<file path="src/rtl/uart_rx.sv">
// UART receiver: 8N1 frames recovered from an oversampled async line by mid-bit sampling,
// delivered through a single-entry output register with a valid/ack handshake.
module uart_rx #(
  parameter int BAUD     = 9600,
  parameter int CLK_FREQ = 100000000
) (
  input  logic       clk,
  input  logic       rst,
  input  logic       rx,
  output logic [7:0] data,
  output logic       data_valid,
  input  logic       data_ack,
  output logic       rx_ready,
  output logic       frame_err,
  output logic       overrun
);

  localparam int CLK_PER_BIT = CLK_FREQ / BAUD;
  localparam int HALF_BIT    = CLK_PER_BIT / 2;
  localparam int CNT_W       = (CLK_PER_BIT > 1) ? $clog2(CLK_PER_BIT) : 1;

  localparam logic [CNT_W-1:0] BIT_LAST  = CNT_W'(CLK_PER_BIT - 1);
  localparam logic [CNT_W-1:0] HALF_LAST = CNT_W'(HALF_BIT - 1);

  typedef enum logic [2:0] {
    IDLE  = 3'd0,
    START = 3'd1,
    DATA  = 3'd2,
    STOP  = 3'd3,
    BREAK = 3'd4
  } state_t;

  state_t           state, state_next;
  logic [CNT_W-1:0] clk_count, clk_count_next;
  logic [2:0]       bit_count, bit_count_next;
  logic [7:0]       shift, shift_next;
  logic             rx_meta, rx_s;
  logic             load, drop, ferr;
  logic             ack_take;

  // Synchronizer flops reset to the idle line level so reset never looks like a start bit.
  always_ff @(posedge clk or posedge rst) begin
    if (rst) begin
      rx_meta <= 1'b1;
      rx_s    <= 1'b1;
    end else begin
      rx_meta <= rx;
      rx_s    <= rx_meta;
    end
  end

  always_ff @(posedge clk or posedge rst) begin
    if (rst) begin
      state     <= IDLE;
      clk_count <= '0;
      bit_count <= '0;
      shift     <= '0;
    end else begin
      state     <= state_next;
      clk_count <= clk_count_next;
      bit_count <= bit_count_next;
      shift     <= shift_next;
    end
  end

  always_comb begin
    state_next     = state;
    clk_count_next = clk_count;
    bit_count_next = bit_count;
    shift_next     = shift;
    load           = 1'b0;
    drop           = 1'b0;
    ferr           = 1'b0;
    case (state)
      IDLE: begin
        clk_count_next = '0;
        bit_count_next = '0;
        if (!rx_s) state_next = START;
      end
      START: begin
        // A start bit still low at its midpoint is real; otherwise it was a glitch.
        if (clk_count == HALF_LAST) begin
          clk_count_next = '0;
          state_next     = rx_s ? IDLE : DATA;
        end else begin
          clk_count_next = clk_count + 1'b1;
        end
      end
      DATA: begin
        if (clk_count == BIT_LAST) begin
          clk_count_next        = '0;
          shift_next[bit_count] = rx_s;
          if (bit_count == 3'd7) state_next = STOP;
          else                   bit_count_next = bit_count + 3'd1;
        end else begin
          clk_count_next = clk_count + 1'b1;
        end
      end
      STOP: begin
        if (clk_count == BIT_LAST) begin
          clk_count_next = '0;
          if (rx_s) begin
            state_next = IDLE;
            if (!data_valid || data_ack) load = 1'b1;
            else                         drop = 1'b1;
          end else begin
            ferr       = 1'b1;
            state_next = BREAK;
          end
        end else begin
          clk_count_next = clk_count + 1'b1;
        end
      end
      BREAK: begin
        // A line held low must go high before another start bit is considered.
        clk_count_next = '0;
        if (rx_s) state_next = IDLE;
      end
      default: begin
        state_next     = IDLE;
        clk_count_next = '0;
        bit_count_next = '0;
      end
    endcase
  end

  // Handshake: data is valid while data_valid=1; the consumer takes it on any cycle where
  // data_valid && data_ack. rx_ready is the free-buffer indication, the inverse of data_valid.
  assign ack_take = data_valid && data_ack;
  assign rx_ready = !data_valid;

  always_ff @(posedge clk or posedge rst) begin
    if (rst) begin
      data       <= 8'h00;
      data_valid <= 1'b0;
      frame_err  <= 1'b0;
      overrun    <= 1'b0;
    end else begin
      frame_err <= ferr;
      if (load) begin
        data       <= shift;
        data_valid <= 1'b1;
      end else if (ack_take) begin
        data_valid <= 1'b0;
      end
      if (drop)          overrun <= 1'b1;
      else if (ack_take) overrun <= 1'b0;
    end
  end

endmodule
</file>
<file path="config.mk">
export PLATFORM = sky130hd
export DESIGN_NAME = uart_rx
export DESIGN_NICKNAME = d
export VERILOG_FILES = /design/src/rtl/uart_rx.sv
export SDC_FILE = /design/constraint.sdc
export NUM_CORES = 1
export LEC_CHECK = 0
export CAP_MARGIN = 20
export CORE_MARGIN = 2
export CORE_UTILIZATION = 40
export DETAILED_ROUTE_END_ITERATION = 8
export GPL_TIMING_DRIVEN = 0
export PLACE_DENSITY = 0.58
export SYNTH_ARGS = -nofsm -noshare
export SYNTH_HDL_FRONTEND = slang
export SYNTH_SLANG_ARGS = --single-unit
</file>
<file path="constraint.sdc">
create_clock -name clk -period 6.1 [get_ports clk]
set_clock_uncertainty 0.05 [all_clocks]
set_input_delay 1.22 -clock clk [delete_from_list [all_inputs] [get_ports clk]]
set_output_delay 1.22 -clock clk [all_outputs]
set_load 0.03 [all_outputs]
</file>
==> summary.txt <==
Pwr dens - 200 nW/um^2
Asr flop ratio synth - 100%
Worst min-delay path category - register to register
Hold Vio Cnt, Final - 0
CP Class - register to output port
Port Buffer Count - 15
Setup TNS - 0 ns
CTS tree - done
Main area contributors after synthesis - dfrtp_1, mux2_4, mux2_2
N_diodes - 0
Non-filler instance count after layout - 267
Initial core utilization - 41.6%
Worst hold slack - 0.314 ns
CP max stage cell - clkdlybuf4s50_1
Number of H-tree levels - 2
Die width - 74.3 um
Final min period - 2.74 ns
RSZ-0062 raised after global routing - no
Crit. path cell count - 2
First-pass GRT wire length - 5870 um
Mapped Avg Cell Area - 11.2 sq um
Final Power - 0.000457 W
Worst-margin pin slew - 0.838 ns
Max Buffers Root-to-Sink - 2
Hold path depth - 0
Core box area - 4750 sq um
Netlist cell types - 38
CP Buf/Inv Count - 2
Hold-fix buffers, CTS - 0
Most frequent cells in the layout - dfrtp_1, nor2_1, clkdlybuf4s50_1, nand2_1, mux2_2
Post-route setup slack - 3.36 ns
Drt drc - 0
Post-cts resize count - 0
# IOs - 16
Fmax - 365 MHz
Critical path endpoint category - output port
Layout filler cell count - 456
Max-cap violations - 0
Skew-Pair Late Insertion Delay - 0.30 ns
Yosys warning count - 0
Post-DP HPWL - 2360 um
Peak VDD IR - 104 uV
Final setup fails - 0
Row count - 25
FF+latch count, synth - 41
CP max stage delay - 0.67 ns
Synthesized Nets - 184
Post-synth EDFFs - 0
Pre-antenna DRT Iters - 4
Seq/Total Area, Yosys - 52.1%
Largest net degree at the start of global routing - 42
GP Congestion - 0.793
Post-Syn Instances - 177
Post-route ant nets - 0
Required @ worst endpoint - 4.83 ns
Nets@finish - 206
CTS Buf Count - 5
Place WS - 3.29 ns
Pleak - 1.07 nW
Via Count - 1294
Die height - 74.3 um
GRT overflow - 0
Outcome - finished clean
Worst-case reg-to-reg path depth - 6
Drt wl/cell - 12.6 um
Via/cell ratio - 4.85
Cell family with most CP delay - buffers and inverters
Final cycle utilization of the critical path - 44.9%
Crit-path cells - inv_1 -> clkdlybuf4s50_1
Setup bufs post-CTS - 0
Most common cell after layout, fill and taps aside - dfrtp_1
Critical Path Source Type - register
Leading area contributor after synthesis - dfrtp_1
Area grow syn2layout - 16.0%
Share of layout cells above drive strength 1 - 17.5%
Top_reg_cell synth - dfrtp_1
Rel. slew slack - 44.1%
CTS clk-pin slew, worst paths - 0.08 ns
Antenna violations before repair - 0
Sink Count - 41
DP Cell Count - 259
Area of the mapped netlist - 1980 sq um
Max Slew Vio Count - 0
Yosys top cell area share - 49.4%
Vias in the first global route - 1289
Data arrival, critical path - 1.47 ns
Total track usage - 14.2%
Root Driver - clkbuf_8
DIE AREA - 5520 sq um
Final WL - 3380 um
First DRT Iteration DRCs - 39
CP Max Fanout - 4
-- registers in the layout, summed over array words and instances, names as in the netlist --
name and flops:
clk_count 14, data 8, shift 8, bit_count 3
state 3, data_valid 1, frame_err 1, overrun 1
rx_meta 1, rx_s 1
-- final timing paths --
check	start	to	slack, ns
worst max-delay path	data_valid	rx_ready	3.36
worst min register to register	rx_meta	rx_s	0.31
max in group asynchronous	rst	clk_count[13]	4.09
worst min-delay path	rx_meta	rx_s	0.31
worst max register to register	clk_count[0]	shift[0]	3.95
min in group asynchronous	rst	data[5]	1.37
-- stage by stage --
stage | utilization [%] | cell area (sq um)
2_1_floorplan | - | 1980
3_3_place_gp | 46.5 | 2210
3_5_place_dp | 46.5 | 2210
4_1_cts | 48.2 | 2290
5_1_grt | 48.2 | 2290
6_report | 48.2 | 2290
-- report_power, final --
group | leakage [nW] | total (W) | internal, W | switching (W)
logic | 0.474 | 0.0000122 | 0.00000373 | 0.00000847
clock network | 0.0450 | 0.000171 | 0.0000793 | 0.0000916
registers | 0.550 | 0.000274 | 0.000273 | 0.00000102
-- cell type report --
| class | instances | area (sq um) | area share [%] |
|---|---|---|---|
| Clock buffer | 6 | 72.6 | 3.17 |
| Clock inverter | 2 | 10.0 | 0.437 |
| Inverter | 6 | 22.5 | 0.983 |
| Timing Repair Buffer | 15 | 150 | 6.55 |
| Sequential cell | 41 | 1030 | 44.9 |
| Buffer | 6 | 38.8 | 1.69 |
| Multi-Input combinational cell | 124 | 886 | 38.6 |
| Tap cell | 67 | 83.8 | 3.66 |
-- synth_stat cells (all sizes together), types with 3 or more instances --
cell type / number
a21oi: 6
and3: 3
buf: 4
dfrtp: 39
ha: 3
inv: 6
mux2: 18
nand2: 11
nand3: 8
nor2: 24
nor3: 9
o21ai: 4
xnor2: 8
xor2: 6
-- routing by layer --
layer	up-vias	track usage, %	share of wire [%]
met5	-	0	0
met4	0	5.95	1.7
li1	650	-	-
met2	15	23.2	49
met3	6	4.88	3.4
met1	623	17.3	46
-- cell families after synthesis --
group | share of synthesized area (%)
and+or+nand+nor | 20.1
AOI/OAI and AO/OA | 3.80
muxes | 12.8
buffers and inverters | 3.10
xor gates and xnor gates | 6.21
DFF | 52.1
adders and majority gates | 1.90
(Power assumes the default switching activity.)
